File: config.mk
export PLATFORM = sky130hd
export DESIGN_NAME = vector_ld_gather
export DESIGN_NICKNAME = d
export VERILOG_FILES = /design/src/rtl/vector_pkg.sv /design/src/rtl/vector_lane_assembler.sv /design/src/rtl/vector_ld_gather.sv
export SDC_FILE = /design/constraint.sdc
export NUM_CORES = 1
export LEC_CHECK = 0
export BUFFER_PORTS_ARGS = -buffer_cell sky130_fd_sc_hd__buf_2
export CAP_MARGIN = 30
export CORE_ASPECT_RATIO = 0.75
export CORE_MARGIN = 2
export CORE_UTILIZATION = 40
export DETAILED_ROUTE_END_ITERATION = 8
export PLACE_DENSITY_LB_ADDON = 0.2
export SLEW_MARGIN = 20
export SYNTH_ARGS = -nofsm -noshare
export SYNTH_HDL_FRONTEND = slang
export SYNTH_SLANG_ARGS = --single-unit
export TNS_END_PERCENT = 1
File: constraint.sdc
create_clock -name clk -period 3.9 [get_ports clk]
set_input_delay 0.195 -clock clk [delete_from_list [all_inputs] [get_ports clk]]
set_output_delay 0.195 -clock clk [all_outputs]
set_load 0.005 [all_outputs]
File: src/rtl/vector_pkg.sv
// Shared definitions for the vector load/store datapath: gather FSM states,
// default widths and the default lane count.
package vector_pkg;

  typedef enum logic [1:0] {
    IDLE  = 2'd0,
    ISSUE = 2'd1,
    DRAIN = 2'd2,
    DONE  = 2'd3
  } ld_state_t;

  localparam int VECTOR_WIDTH_DEFAULT = 128;
  localparam int DATA_WIDTH_DEFAULT   = 32;
  localparam int ADDR_WIDTH_DEFAULT   = 32;

  // Number of DATA_WIDTH lanes in a VECTOR_WIDTH vector.
  function automatic int lane_count(input int vector_width, input int data_width);
    return vector_width / data_width;
  endfunction

  localparam int LANES_DEFAULT = lane_count(VECTOR_WIDTH_DEFAULT, DATA_WIDTH_DEFAULT);

endpackage

File: src/rtl/vector_lane_assembler.sv
// Lane-indexed write port into a VECTOR_WIDTH register. One DATA_WIDTH word is
// written into lane lane_idx when wr_en is high; the other lanes hold.
module vector_lane_assembler #(
  parameter int VECTOR_WIDTH = 128,
  parameter int DATA_WIDTH   = 32,
  parameter int LANE_W       = 2
) (
  input  logic                    clk,
  input  logic                    rst,
  input  logic [LANE_W-1:0]       lane_idx,
  input  logic [DATA_WIDTH-1:0]   word,
  input  logic                    wr_en,
  output logic [VECTOR_WIDTH-1:0] vec
);

  localparam int LANES = VECTOR_WIDTH / DATA_WIDTH;

  // Write the selected lane; async reset clears the whole vector.
  always_ff @(posedge clk or negedge rst) begin
    if (!rst) begin
      vec <= '0;
    end else if (wr_en) begin
      for (int i = 0; i < LANES; i++) begin
        if (lane_idx == LANE_W'(i)) begin
          vec[i*DATA_WIDTH +: DATA_WIDTH] <= word;
        end
      end
    end
  end

endmodule

File: src/rtl/vector_ld_gather.sv
// Vector-load gather: turns one vector-load request into LANES sequential
// scalar reads, assembles the returned words into one vector and strobes
// vector_valid for writeback while holding the CPU stalled during the gather.
module vector_ld_gather
  import vector_pkg::*;
#(
  parameter int VECTOR_WIDTH = VECTOR_WIDTH_DEFAULT,
  parameter int DATA_WIDTH   = DATA_WIDTH_DEFAULT,
  parameter int ADDR_WIDTH   = ADDR_WIDTH_DEFAULT,
  parameter int ADDR_STRIDE  = 4
) (
  input  logic                    clk,
  input  logic                    rst,
  input  logic                    mem_ren_v,
  input  logic [ADDR_WIDTH-1:0]   base_address,
  input  logic [DATA_WIDTH-1:0]   mem_rdata,
  output logic                    mem_ren,
  output logic [ADDR_WIDTH-1:0]   m_address,
  output logic                    stall_cpu,
  output logic [VECTOR_WIDTH-1:0] output_vector,
  output logic                    vector_valid
);

  localparam int LANES = VECTOR_WIDTH / DATA_WIDTH;
  localparam int CNT_W = (LANES > 1) ? $clog2(LANES) : 1;
  localparam logic [CNT_W-1:0] LAST_LANE = CNT_W'(LANES - 1);

  ld_state_t             state_r;
  logic [CNT_W-1:0]      issue_cnt_r;
  logic [CNT_W-1:0]      cap_cnt_r;
  logic [ADDR_WIDTH-1:0] base_q_r;
  logic                  cap_en_s;

  // Gather sequencing: request latch, issue/capture counters and state.
  always_ff @(posedge clk or negedge rst) begin
    if (!rst) begin
      state_r     <= IDLE;
      issue_cnt_r <= '0;
      cap_cnt_r   <= '0;
      base_q_r    <= '0;
    end else begin
      case (state_r)
        IDLE, DONE: begin
          // A request in DONE starts the next gather with no idle gap.
          if (mem_ren_v) begin
            base_q_r    <= base_address;
            issue_cnt_r <= '0;
            cap_cnt_r   <= '0;
            state_r     <= ISSUE;
          end else begin
            state_r <= IDLE;
          end
        end
        ISSUE: begin
          issue_cnt_r <= issue_cnt_r + CNT_W'(1);
          // Read data lags the address by one cycle, so captures start on
          // the second issue cycle.
          if (issue_cnt_r != '0) begin
            cap_cnt_r <= cap_cnt_r + CNT_W'(1);
          end
          if (issue_cnt_r == LAST_LANE) begin
            state_r <= DRAIN;
          end
        end
        DRAIN: begin
          state_r <= DONE;
        end
        default: begin
          state_r <= IDLE;
        end
      endcase
    end
  end

  // Output decode from the state registers; stall covers the request cycle.
  always_comb begin
    mem_ren      = 1'b0;
    m_address    = '0;
    stall_cpu    = 1'b0;
    vector_valid = 1'b0;
    cap_en_s     = 1'b0;
    case (state_r)
      IDLE: begin
        stall_cpu = mem_ren_v;
      end
      ISSUE: begin
        mem_ren   = 1'b1;
        // Address arithmetic wraps modulo 2^ADDR_WIDTH by truncation.
        m_address = base_q_r + (ADDR_WIDTH'(issue_cnt_r) * ADDR_WIDTH'(ADDR_STRIDE));
        stall_cpu = 1'b1;
        cap_en_s  = (issue_cnt_r != '0);
      end
      DRAIN: begin
        stall_cpu = 1'b1;
        cap_en_s  = 1'b1;
      end
      DONE: begin
        vector_valid = 1'b1;
        stall_cpu    = mem_ren_v;
      end
      default: begin
        mem_ren      = 1'b0;
        m_address    = '0;
        stall_cpu    = 1'b0;
        vector_valid = 1'b0;
        cap_en_s     = 1'b0;
      end
    endcase
  end

  vector_lane_assembler #(
    .VECTOR_WIDTH (VECTOR_WIDTH),
    .DATA_WIDTH   (DATA_WIDTH),
    .LANE_W       (CNT_W)
  ) u_assembler (
    .clk      (clk),
    .rst      (rst),
    .lane_idx (cap_cnt_r),
    .word     (mem_rdata),
    .wr_en    (cap_en_s),
    .vec      (output_vector)
  );

endmodule

==> results_dict.tcl <==
set metrics [dict create \
    skew_ps 13.61 \
    drc 0 \
    yosys-top-cells-count "dfrtp_1 (166), mux2_2 (160), a21oi_1 (18), buf_1 (16), nand2_1 (14)" \
    cts-root-buf "clkbuf_16" \
    grt_max_degree 88 \
    placed_area_sq_um 8548 \
    period_share 0.8429 \
    synth-seq-area-share 0.5836 \
    synth_top_cell_area_share 0.5836 \
    setup_viol 0 \
    ir_drop_uv 443.7 \
    crit_type "reg -> out" \
    cp-end-kind "output port" \
    clock.fmax_ghz 0.3042 \
    ys_seq_elements 166 \
    synthTopCellsByArea "dfrtp_1 (58%), mux2_2 (25%), ha_1 (2.1%), a21oi_1 (1.3%), o31ai_1 (1.1%)" \
    required_ps 3700 \
    final_max_slew_viol_count 0 \
    status "complete, no violations" \
    worst_pin_slew_ps 951.9 \
    syn_area_sq_um 7118 \
    drt-initial-drc-count 203 \
    cts_sinks 166 \
    fp.dieH_um 119.5 \
    cts_max_level 4 \
    hold_slack_ps 15.17 \
    routed-via-count 5129 \
    synth_edf_count 0 \
    yosysUniqueCellTypes 41 \
    synthMostInstantiatedCell "dfrtp_1" \
    synth.net_count 591 \
    wl_um 17480 \
    yosysTopAreaCell "dfrtp_1" \
    viasPerCell 5.019 \
    cts_setup_buffers 0 \
    num_antenna_cells 0 \
    p_per_area_nw_per_um2 787.6 \
    rows 42 \
    grt_first_pass_wirelength_um 27520 \
    tritoncts "done" \
    drt_pass1_iterations 4 \
    die_x_um 158.0 \
    clk_pin_slew_ps 70 \
    stdcell_area_sq_um 9492 \
    wl_per_cell_um 17.10 \
    min-delay-path-class "in -> reg" \
    leakagePower_nw 4.381 \
    area_growth_pct 33.35 \
    cts_buffer_depth 2 \
    layout.nets 847 \
    cts_made_buffers 17 \
    max_cap_violations 0 \
    pwr-share-comb 0.355 \
    crit_fanout 16 \
    power.share.clock 0.244 \
    start_util 0.4055 \
    min_period_ps 3287 \
    startpoint_type "flop" \
    grt_antenna_before_repair 0 \
    rsz0062_at_grt "no" \
    ys.warnings.count 0 \
    dieArea_sq_um 18890 \
    drive_gt1_frac 0.5577 \
    arrival_ps 3090 \
    finalSetupTns_ps 0 \
    switching_share 0.3225 \
    p_switching_mw 2.411 \
    route.antenna.remaining_nets 0 \
    grt_overflow_total 0 \
    track_usage 0.1892 \
    io_buffers 229 \
    dpl.hpwl_um 12160 \
    timing.max_slew.rel_slack 0.3631 \
    gp_congestion 0.8084 \
    clk_latency_ps 430 \
    async_flop_share 1.000 \
    p_int_mw 5.065 \
    io_pins 230 \
    synthFlopType "dfrtp_1" \
    finalHoldViolCount 0 \
    pwr-share-seq 0.402 \
    core_sq_um 17550 \
    grt_pass1_vias 5204 \
    syn_inst 511 \
    avgSynthCellArea_sq_um 13.93 \
    fillerInstances 1520 \
]
==> metal layers <==
layer  vias to the layer above  track usage  part of all wire
li1                       2362            -                 -
met1                      2594       0.2462              0.45
met2                       155       0.3035              0.47
met3                        18      0.05706             0.065
met4                         0      0.06137             0.015
met5                         -            0                 0
==> sequential cells by signal, indices dropped and copies added (netlist names) <==
name	flops
u_assembler.vec	128
base_q_r	32
issue_cnt_r	2
cap_cnt_r	2
state_r	2
==> worst paths after layout <==
path                                      from             endpoint  slack (ps)  cells after the start
setup / recovery                issue_cnt_r[0]        m_address[28]         610                      7
hold / removal                base_address[23]         base_q_r[23]          20                      2
setup reg to reg                    state_r[1]  u_assembler.vec[33]        1160                      6
hold reg to reg            u_assembler.vec[72]  u_assembler.vec[72]         500                      1
max in group asynchronous                  rst  u_assembler.vec[28]        2630                      3
min in group asynchronous                  rst  u_assembler.vec[76]         370                      2
==> stage by stage <==
step | utilization | instances | setup WS [ps] | power [mW]
after detailed placement | 0.4870 | 963 | 1052 | 5.665
final | 0.5408 | 1022 | 612.8 | 7.476
after CTS | 0.5375 | 1019 | 581.9 | 7.534
after global placement | 0.4855 | 962 | 1084 | 5.544
after global routing | 0.5408 | 1022 | 311.3 | 8.001
after floorplan | - | 511 | 1648 | 4.469
==> power by group through the flow <==
stage | clock network, mW | registers (mW) | logic, mW
final | 1.82 | 3.00 | 2.65
after global routing | 1.94 | 3.12 | 2.94
after CTS | 1.86 | 3.00 | 2.67
after detailed placement | 0 | 3.03 | 2.64
after global placement | 0 | 2.98 | 2.56
after floorplan | 0 | 2.98 | 1.49
==> cell families after synthesis <==
logic type | Yosys count | share of synthesized area
xor+xnor | 11 | 0.01353
fa+ha+maj | 13 | 0.02391
mux | 161 | 0.2545
flops | 166 | 0.5836
compound gates | 44 | 0.03850
simple gates | 84 | 0.06803
buf+inv | 32 | 0.01793
==> timing repair <==
| action | CTS | global route |
|---|---|---|
| endpoints found under the hold margin | 102 | 1 |
| hold buffers | 24 | 1 |
| gates resized for setup | 0 | 0 |
==> worst max-delay path: stages (launching register included) <==
cell and delay [ps]:
dfrtp_1 420, ha_1 210, fa_1 220, and4_1 320, nand4_1 510, or4_1 670, a21oi_1 180, buf_2 140
==> layout by cell type (no fill, tap or decap), types with 12 or more instances in the layout <==
cell type	count
a21oi_1	18
buf_2	228
clkbuf_16	17
dfrtp_1	166
dlygate4sd3_1	25
ha_1	12
mux2_2	160
nor2_1	13
==> area by class of cell <==
cell class              instances  area (sq um)  share of cell area
well taps                     242         302.8             0.03190
inverters                      10         37.54            0.003955
clock buffers                  18         429.2             0.04521
flip-flops and latches        166          4154              0.4376
repair buffers                259          1505              0.1586
multi-input cells             313          2846              0.2999
clock inverters                14         216.5             0.02281
Note: power is estimated with default switching activity, not from simulation.
